===== config.mk =====
export PLATFORM = sky130hd
export DESIGN_NAME = usb_rx_deser
export DESIGN_NICKNAME = d
export VERILOG_FILES = /design/src/rtl/usb_rx_pkg.sv /design/src/rtl/usb_rx_fifo.sv /design/src/rtl/usb_rx_deser.sv
export SDC_FILE = /design/constraint.sdc
export NUM_CORES = 1
export LEC_CHECK = 0
export CAP_MARGIN = 10
export CORE_MARGIN = 2
export CORE_UTILIZATION = 34
export DETAILED_ROUTE_END_ITERATION = 12
export PLACE_DENSITY = 0.52
export SYNTH_ARGS = -nofsm -noshare
export SYNTH_HDL_FRONTEND = slang
export SYNTH_SLANG_ARGS = --single-unit

===== constraint.sdc =====
create_clock -name clk -period 5.05 [get_ports clk]
set_input_delay 0.505 -clock clk [delete_from_list [all_inputs] [get_ports clk]]
set_output_delay 0.505 -clock clk [all_outputs]
set_load 0.005 [all_outputs]

===== src/rtl/usb_rx_pkg.sv =====
// usb_rx_pkg: FSM states and line-protocol constants shared by the USB receive path.
package usb_rx_pkg;
    typedef enum logic [1:0] {IDLE, ACTIVE, ERROR} rx_state_t;
    localparam logic [7:0] SYNC_PATTERN = 8'b0000_0001;
    localparam int STUFF_LEN = 6;
endpackage


===== src/rtl/usb_rx_fifo.sv =====
// usb_rx_fifo: first-word-fall-through FIFO; head reads as 0 while empty, ovf flags a dropped write.
module usb_rx_fifo #(
    parameter int W = 9,
    parameter int DEPTH = 8
) (
    input  logic         clk,
    input  logic         rst,
    input  logic         wr_en,
    input  logic [W-1:0] wr_data,
    input  logic         rd_en,
    output logic [W-1:0] rd_data,
    output logic         empty,
    output logic         ovf
);
    localparam int AW = $clog2(DEPTH);
    logic [W-1:0] mem [DEPTH];
    logic [AW-1:0] wp, rp;
    logic [AW:0] cnt;
    logic full, pop, wr;
    always_comb begin
        empty = cnt == '0;
        full = cnt == (AW+1)'(DEPTH);
        pop = rd_en && !empty;
        wr = wr_en && (!full || pop);
        ovf = wr_en && !wr;
        rd_data = empty ? '0 : mem[rp];
    end
    always_ff @(posedge clk) begin
        if (!rst) begin
            wp <= '0;
            rp <= '0;
            cnt <= '0;
        end else begin
            wp <= wr ? wp + AW'(1) : wp;
            rp <= pop ? rp + AW'(1) : rp;
            cnt <= cnt + (AW+1)'(wr) - (AW+1)'(pop);
        end
    end
    always_ff @(posedge clk)
        if (wr) mem[wp] <= wr_data;
endmodule


===== src/rtl/usb_rx_deser.sv =====
// usb_rx_deser: USB receive deserializer - NRZI decode, sync/EOP detect, bit unstuffing, word packing.
// Define USB_RX_ERR_COUNT_EN to build the saturating err_cnt counter; otherwise err_cnt is tied to 0.
module usb_rx_deser import usb_rx_pkg::*; #(
    parameter int DATA_W = 8,
    parameter int FIFO_DEPTH = 8
) (
    input  logic              clk,
    input  logic              rst,
    input  logic              din_valid,
    input  logic              din,
    input  logic              se0,
    output logic [DATA_W-1:0] dout,
    output logic              dout_valid,
    output logic              dout_validh,
    input  logic              dout_ready,
    output logic              rx_active,
    output logic              rx_error,
    output logic [7:0]        err_cnt
);
    rx_state_t state, state_n;
    logic prev, se0_d, push_q, empty, ovf;
    logic [6:0] sh;
    logic [7:0] sh_n;
    logic [2:0] ones;
    logic [4:0] bit_cnt;
    logic [DATA_W-1:0] sr;
    logic [DATA_W:0] push_w, push_d, head;
    logic data_stb, dec, sync_det, eop, stuff_slot, stuff_err, take, word_done;
    logic eop_push, eop_err, push, err_ev;
    always_comb begin
        data_stb = din_valid && !se0;
        dec = ~(din ^ prev);
        sh_n = {sh, dec};
        sync_det = state == IDLE && data_stb && sh_n == SYNC_PATTERN;
        eop = din_valid && se0 && se0_d && state != IDLE;
        stuff_slot = state == ACTIVE && data_stb && ones == 3'(STUFF_LEN);
        stuff_err = stuff_slot && dec;
        take = state == ACTIVE && data_stb && !stuff_slot;
        word_done = take && bit_cnt == 5'(DATA_W - 1);
        eop_push = eop && state == ACTIVE && DATA_W == 16 && bit_cnt == 5'd8;
        eop_err = eop && state == ACTIVE && bit_cnt != '0 && !eop_push;
        push = word_done || eop_push;
        // a lone trailing byte sits in the top half of the shift register
        push_w = eop_push ? {1'b0, sr >> 8} : {1'(DATA_W == 16), dec, sr[DATA_W-1:1]};
        err_ev = stuff_err || eop_err || ovf;
        state_n = state == IDLE ? (sync_det ? ACTIVE : IDLE) :
                  state == ACTIVE ? (stuff_err ? ERROR : eop ? IDLE : ACTIVE) :
                  (eop ? IDLE : ERROR);
    end
    always_ff @(posedge clk) begin
        if (!rst)
            state <= IDLE;
        else
            state <= state_n;
    end
    always_ff @(posedge clk) begin
        if (!rst) begin
            prev <= 1'b1;
            se0_d <= 1'b0;
            sh <= '1;
            ones <= '0;
            bit_cnt <= '0;
            sr <= '0;
            push_q <= 1'b0;
            push_d <= '0;
            rx_error <= 1'b0;
        end else begin
            prev <= eop || (state == IDLE && din_valid && se0) ? 1'b1 : data_stb ? din : prev;
            se0_d <= din_valid ? se0 && !eop : se0_d;
            sh <= state != IDLE || (din_valid && se0) ? '1 : data_stb ? sh_n[6:0] : sh;
            ones <= sync_det || stuff_slot || eop || (take && !dec) ? '0 : take ? ones + 3'd1 : ones;
            bit_cnt <= sync_det || eop || word_done ? '0 : take ? bit_cnt + 5'd1 : bit_cnt;
            sr <= take ? {dec, sr[DATA_W-1:1]} : sr;
            push_q <= push;
            push_d <= push_w;
            rx_error <= err_ev || (rx_error && !sync_det);
        end
    end
`ifdef USB_RX_ERR_COUNT_EN
    always_ff @(posedge clk) begin
        if (!rst)
            err_cnt <= '0;
        else if (err_ev && err_cnt != 8'hFF)
            err_cnt <= err_cnt + 8'd1;
    end
`else
    assign err_cnt = '0;
`endif
    usb_rx_fifo #(.W(DATA_W + 1), .DEPTH(FIFO_DEPTH)) u_fifo (
        .clk(clk),
        .rst(rst),
        .wr_en(push_q),
        .wr_data(push_d),
        .rd_en(dout_ready),
        .rd_data(head),
        .empty(empty),
        .ovf(ovf)
    );
    assign dout = head[DATA_W-1:0];
    assign dout_validh = head[DATA_W];
    assign dout_valid = !empty;
    assign rx_active = state == ACTIVE;
endmodule


==> run metrics <==
run status=finished, final reports clean; die extent in y=roughly 120 µm; crit-path max FO=16; buffers and inverters on the worst path=1; pin count of the biggest net entering global routing=23; relative slew slack=0.2441; H-tree levels=4; clock transition at the registers of the reported paths=0.05 ns; proportion of register bits with asynchronous set or reset after synthesis=0; clock root buffer master=sky130_fd_sc_hd__clkbuf_16; timing-limited maximum frequency=about 310 MHz; cell with the most instances after synthesis=sky130_fd_sc_hd__edfxtp_1; number of global-route vias before repair=2597; Die Area=14820 µm²; crit path max-delay cell type=sky130_fd_sc_hd__dfxtp_1; worst-case clock buffer depth=2; Hold Path Class=flop to flop; final critical-path required period=3.199 ns; Post-Syn Area=around 4700 µm²; ANT cells=0; delay of the slowest cell on the worst path=about 0.97 ns; Setup Total Neg Slack=0 ns; final setup vio count=0; switching power=605.1 µW; net count reported at finish=392; clock tree from TritonCTS=built; cells along the critical path=mux4_1 -> mux2i_1 -> nor2_1 -> clkdlybuf4s50_1; Critical Path Start Type=flop; via total after detailed routing=2595; arrival time at the worst endpoint=2.69 ns; Leak=approximately 0.0020 µW; post-cts gate resize count=0; number of cell rows=43; Setup CP Type=flop to primary output; Max Slew Vio Count=0; Clock Skews=0.005162 ns; post-synth top area share=0.4076; sequential share of power=0.424; clock latency on the worst-skew pair=approximately 0.4 ns; first-pass GRT wire length=13.36 mm; number of CTS-inserted buffers=17; Yosys warning total=0; worst setup slack after layout=1.851 ns; DRT Wirelength=7.991 mm; ANT nets after route=0; total congestion overflow after global routing=0; total routing resource utilization after global routing=0.1217; half-perimeter wire length of the detailed placement result=5.305 mm; setup fix buffers added after clock tree synthesis=0; initial antenna violation count=0; library cell with the largest summed area after synthesis=sky130_fd_sc_hd__edfxtp_1; largest voltage drop on the vdd net=between 0.2 and 0.3 mV; wire per inst=14.12 µm; Post-synth EDFFs=64; total power of the final layout=around 2500 µW; Gate power share=0.118; part of the total power dissipated in the clock network=0.458; DR iter-0 viols=128; slew at the pin closest to its max-slew limit=around 1.1 ns; share of cells above drive strength 1=0.1347; post-synthesis average cell area=around 13 µm²; endpoints failing hold=0; fraction of power spent switching nets=0.2425; Boundary Pins=26; x dimension of the die=121.8 µm; area grow syn2layout=17.57%; DR vias/cell=4.585; RSZ-0062 raised after global routing=false; TritonRoute pass-1 iters=4; worst-case hold slack=0.4519 ns; post-synthesis sequential element count=113; number of max-capacitance violations reported=0; starting utilization of the core area=0.3436; share of the clock period used by the worst path=0.6334; TritonCTS Sinks=between 100 and 150; cell internal power dissipation=1890 µW; Netlist cell types=45; critical path's top delay family=flip-flops; category of the worst setup path capture point=primary output; Post-Synthesis Cells=around 350; sequential element share of the synthesized area=0.6157; Floorplan Core Area=13720 µm²; hold buffers post-CTS=0; WP data required=roughly 4.6 ns; total DRC errors in the routed layout=0; power density relative to cell area=450.2 nW/µm²; main area contributors after synthesis=sky130_fd_sc_hd__edfxtp_1 41%, sky130_fd_sc_hd__dfxtp_1 21%, sky130_fd_sc_hd__mux4_2 4.8%; Port Buffer Count=16; worst setup timing slack at the placement stage=around 2.1 ns; RePlAce Congestion=0.7124; flip-flop cell with the highest count after synthesis=sky130_fd_sc_hd__edfxtp_1; most used standard cells in the synthesized netlist=64 x sky130_fd_sc_hd__edfxtp_1, 49 x sky130_fd_sc_hd__dfxtp_1, 33 x sky130_fd_sc_hd__nor2_1
[power by group through the flow]
stage / combinational [µW] / clock, µW / sequential, µW
floorplan: 298 / 0 / 1030
global placement: 297 / 0 / 1080
detailed placement: 304 / 0 / 1080
CTS: 305 / 1170 / 1060
global route: 341 / 1210 / 1070
finish: 294 / 1140 / 1060
[cells in the final DEF, fill, tap and decap left out, types with 3 or more instances in the layout]
master,synthesis,layout
sky130_fd_sc_hd__conb_1,1,9
sky130_fd_sc_hd__and2_1,12,12
sky130_fd_sc_hd__nor2_1,33,33
sky130_fd_sc_hd__inv_1,12,12
sky130_fd_sc_hd__mux2i_1,10,10
sky130_fd_sc_hd__a21oi_1,15,15
sky130_fd_sc_hd__nor3_1,4,4
sky130_fd_sc_hd__edfxtp_1,64,64
sky130_fd_sc_hd__clkbuf_16,0,18
sky130_fd_sc_hd__mux4_1,6,6
sky130_fd_sc_hd__nor2b_1,3,3
sky130_fd_sc_hd__o21ai_0,5,5
sky130_fd_sc_hd__nand2b_1,6,6
sky130_fd_sc_hd__xnor2_1,7,7
sky130_fd_sc_hd__mux4_2,10,10
sky130_fd_sc_hd__nor3_2,3,3
sky130_fd_sc_hd__nand3_1,15,15
sky130_fd_sc_hd__nand2_1,31,31
sky130_fd_sc_hd__ha_1,12,12
sky130_fd_sc_hd__clkdlybuf4s50_1,0,16
sky130_fd_sc_hd__xor2_1,4,4
sky130_fd_sc_hd__dfxtp_1,49,49
[stage by stage]
stage / instances / cell area, µm² / util
2_1_floorplan: 360 / 4745 / -
3_3_place_gp: 533 / 4955 / 0.3611
3_5_place_dp: 534 / 4960 / 0.3615
4_1_cts: 566 / 5543 / 0.4040
5_1_grt: 566 / 5543 / 0.4040
6_report: 566 / 5543 / 0.4040
[sequential cells by signal, summed over array words and instances (netlist names), named ones only]
name	count
u_fifo.mem	64
push_d	8
sh	7
sr	7
bit_cnt	5
u_fifo.cnt	4
ones	3
u_fifo.rp	3
u_fifo.wp	3
state	2
prev	1
push_q	1
rx_error	1
se0_d	1
[cell type report]
class,count,area (µm²)
multi-input cells,211,1618
clock inverters,11,101.3
well taps,180,225.2
repair buffers,17,165.2
inverters,13,48.80
fillers,1292,8177
clock buffers,21,481.7
flip-flops and latches,113,2903
[tightest hold or removal path: cells and delay by family (launching register included)]
family,cells,cell delay [ns]
flops,1,0.30
simple gates,1,0.05
compound gates,1,0.05
[worst paths after layout]
kind | cells past startpoint | start | endpoint | slack (ns)
worst max-delay path | 4 | flop | dout[4] | 1.85
worst min register to register | 2 | sr[1] | sr[1] | 0.45
worst max register to register | 12 | u_fifo.cnt[2] | u_fifo.cnt[2] | 2.44
worst min-delay path | 2 | sr[1] | sr[1] | 0.45
[cells by family after synthesis]
logic type	synth area share
compound gates	0.04193
xor+xnor	0.02043
fa+ha+maj	0.03609
buf+inv	0.04750
flops	0.6157
mux	0.1024
other cells	0.0007954
simple gates	0.1351
[routing by layer]
layer / share of wire / up-vias / GRT usage
met5: 0 / - / 0
met3: 0.043 / 10 / 0.03792
li1: - / 1294 / -
met4: 0.013 / 0 / 0.06681
met1: 0.48 / 1248 / 0.1548
met2: 0.47 / 43 / 0.1851
Note: power is estimated with default switching activity, not from simulation.
==> RTL edit, RTL diff (same settings) <==
`STUFF_LEN`: 6 -> 4.
--- a/src/rtl/usb_rx_pkg.sv
+++ b/src/rtl/usb_rx_pkg.sv
@@ -3,5 +3,5 @@
     typedef enum logic [1:0] {IDLE, ACTIVE, ERROR} rx_state_t;
     localparam logic [7:0] SYNC_PATTERN = 8'b0000_0001;
-    localparam int STUFF_LEN = 6;
+    localparam int STUFF_LEN = 4;
 endpackage
 
Behaviour: no difference found for any inputs over 10 cycles, from zero or initial values and one cycle with rst low; that may be too few to reach the edited logic, so the function may still have changed.
==> RTL edit against the original RTL <==
- wire length grew 2.1%
- worst hold slack gained 0.00093 ns
- utilization grew 1.0 points
- total power grew 3.0%
- synthesized area shrank 0.93%
- cell area shrank 0.29%
- largest power group unchanged
- largest cell class unchanged
- sequential cell count is the same
- setup slack lost 0.11 ns
==> RTL edit: results (changes against the original RTL) <==
Parameter                              Value

Timing
  Max Fclk    302 MHz (-3.3%)
  Skew final    0.00708 ns (+0.00192 ns)
  Worst slew pin tran    1.19 ns (+0.0670 ns)
  WHS    0.453 ns (+0.000926 ns)

Layout
  Net total in the final layout    394 (+0.51%)
  Share of layout cells above drive strength 1    0.142 (+0.00704)
  Count of placed standard cells in the final layout, fillers left out    564 (-0.35%)
  Antenna diode count    0 (unchanged)
  FILL cells    1268 (-1.9%)

Setup path
  Max Fanout on Critical Path    15 (-1)
  Largest stage delay on the critical path    0.97 ns (about the same)
  Crit path capture    dout[1]
  End of the worst register-to-register path    u_fifo.cnt[2]
  Slack of the worst reg-to-reg path    2.35 ns (-0.09 ns)
  Worst Reg2Reg Path Length in Cells    13 (+1)
  Top delay family on crit path    flip-flops
  FF-to-FF Start    u_fifo.cnt[2]

Placement
  Number of placed instances, taps included    532 (-0.37%)
  Worst Setup Slack post-DPL    2.00 ns (-0.105 ns)
  RD Place Congestion    0.773 (+8.6%)
  Post-DP HPWL    5260 um (-0.82%)
  Area post-placement    4970 sq um (+0.13%)

Routing
  Routed wire length on met2    3830 um (+2.5%)
  Met3 routed wirelength    318 um (-7.8%)
  Uppermost routed layer    met4
  WL final    8160 um (+2.1%)
  Via count    2612 (+0.66%)
  Iteration count of the initial detailed-routing pass    4 (unchanged)
  Number of violations reported at the end of detailed-routing iteration 0    119 (-7.0%)
  Met1 WL    3860 um (+1.6%)

Pwr
  Leak    1.90 nW (-5.5%)
  Worst-case vdd ir drop    0.000173 V (-41%)
  Net switching fraction of the power    0.244 (+0.00132)
  Sequential power share    0.412 (-0.012)
  Part of the power in the clock network    0.432 (-0.026)

Yosys
  Top post-synthesis cells by count    sky130_fd_sc_hd__edfxtp_1 (64), sky130_fd_sc_hd__dfxtp_1 (49), sky130_fd_sc_hd__nand2_1 (37)
  Ranking of synthesized cells by area    sky130_fd_sc_hd__edfxtp_1 (41%), sky130_fd_sc_hd__dfxtp_1 (21%), sky130_fd_sc_hd__mux4_2 (7.7%)
  Average cell area after synthesis    13.3 sq um (-0.65%)
  Share of the yosys chip area belonging to registers    0.621 (+0.00577)

Run status
  Outcome    completed

Clock network
  Total clock buffers created by CTS    17 (unchanged)
  Clock input transition at the sequential cells of the worst setup and hold paths    0.05 ns (about the same)
  Clk root buf    sky130_fd_sc_hd__clkbuf_16

Min path
  Hold-critical path depth    1 (-1)
  Worst min-delay path class    flip-flop to flip-flop
  Destination of the worst hold path    push_d[0]

Global route
  Vias in the first global route    2663 (+2.5%)
  Global-route wire length before repair    13600 um (+2.2%)
  Pin count of the biggest net entering global routing    35 (+52%)
  Overall track demand over capacity in global routing    0.125 (+0.00368)
  Met1 usage in global routing    0.156 (+0.00165)
  Number of antenna violations at the first check in global routing    0 (unchanged)
  Met2 capacity usage during global routing    0.190 (+0.00525)
  Met3 Use GR    0.0418 (+0.00390)
-- RTL edit: cell types whose count changed after synthesis, sizes merged, moves of 4 or more --
cell / change
a21oi: -8
nand2: +6
a21boi: +11
nor2: -14
buf: -4
and2: +5
-- RTL edit: layout make-up --
cell class,count,area [sq um],share of cell area
Clock buffer,22,474,0.0858
Timing Repair Buffer,17,168,0.0303
Tap cell,176,220,0.0398
Inverter,15,56.3,0.0102
Sequential cell,113,2900,0.525
Clock inverter,10,86.3,0.0156
Multi-Input combinational cell,211,1620,0.293
-- RTL edit: kinds of logic after synthesis --
family,after synthesis,share of synthesized area
other,1,0.000803
AO/OA/AOI/OAI,32,0.0477
flip-flops,113,0.621
AND/OR/NAND/NOR,121,0.138
XOR/XNOR,11,0.0206
multiplexers,25,0.0964
adder cells (fa/ha/maj),13,0.0364
buffers and inverters,35,0.0383
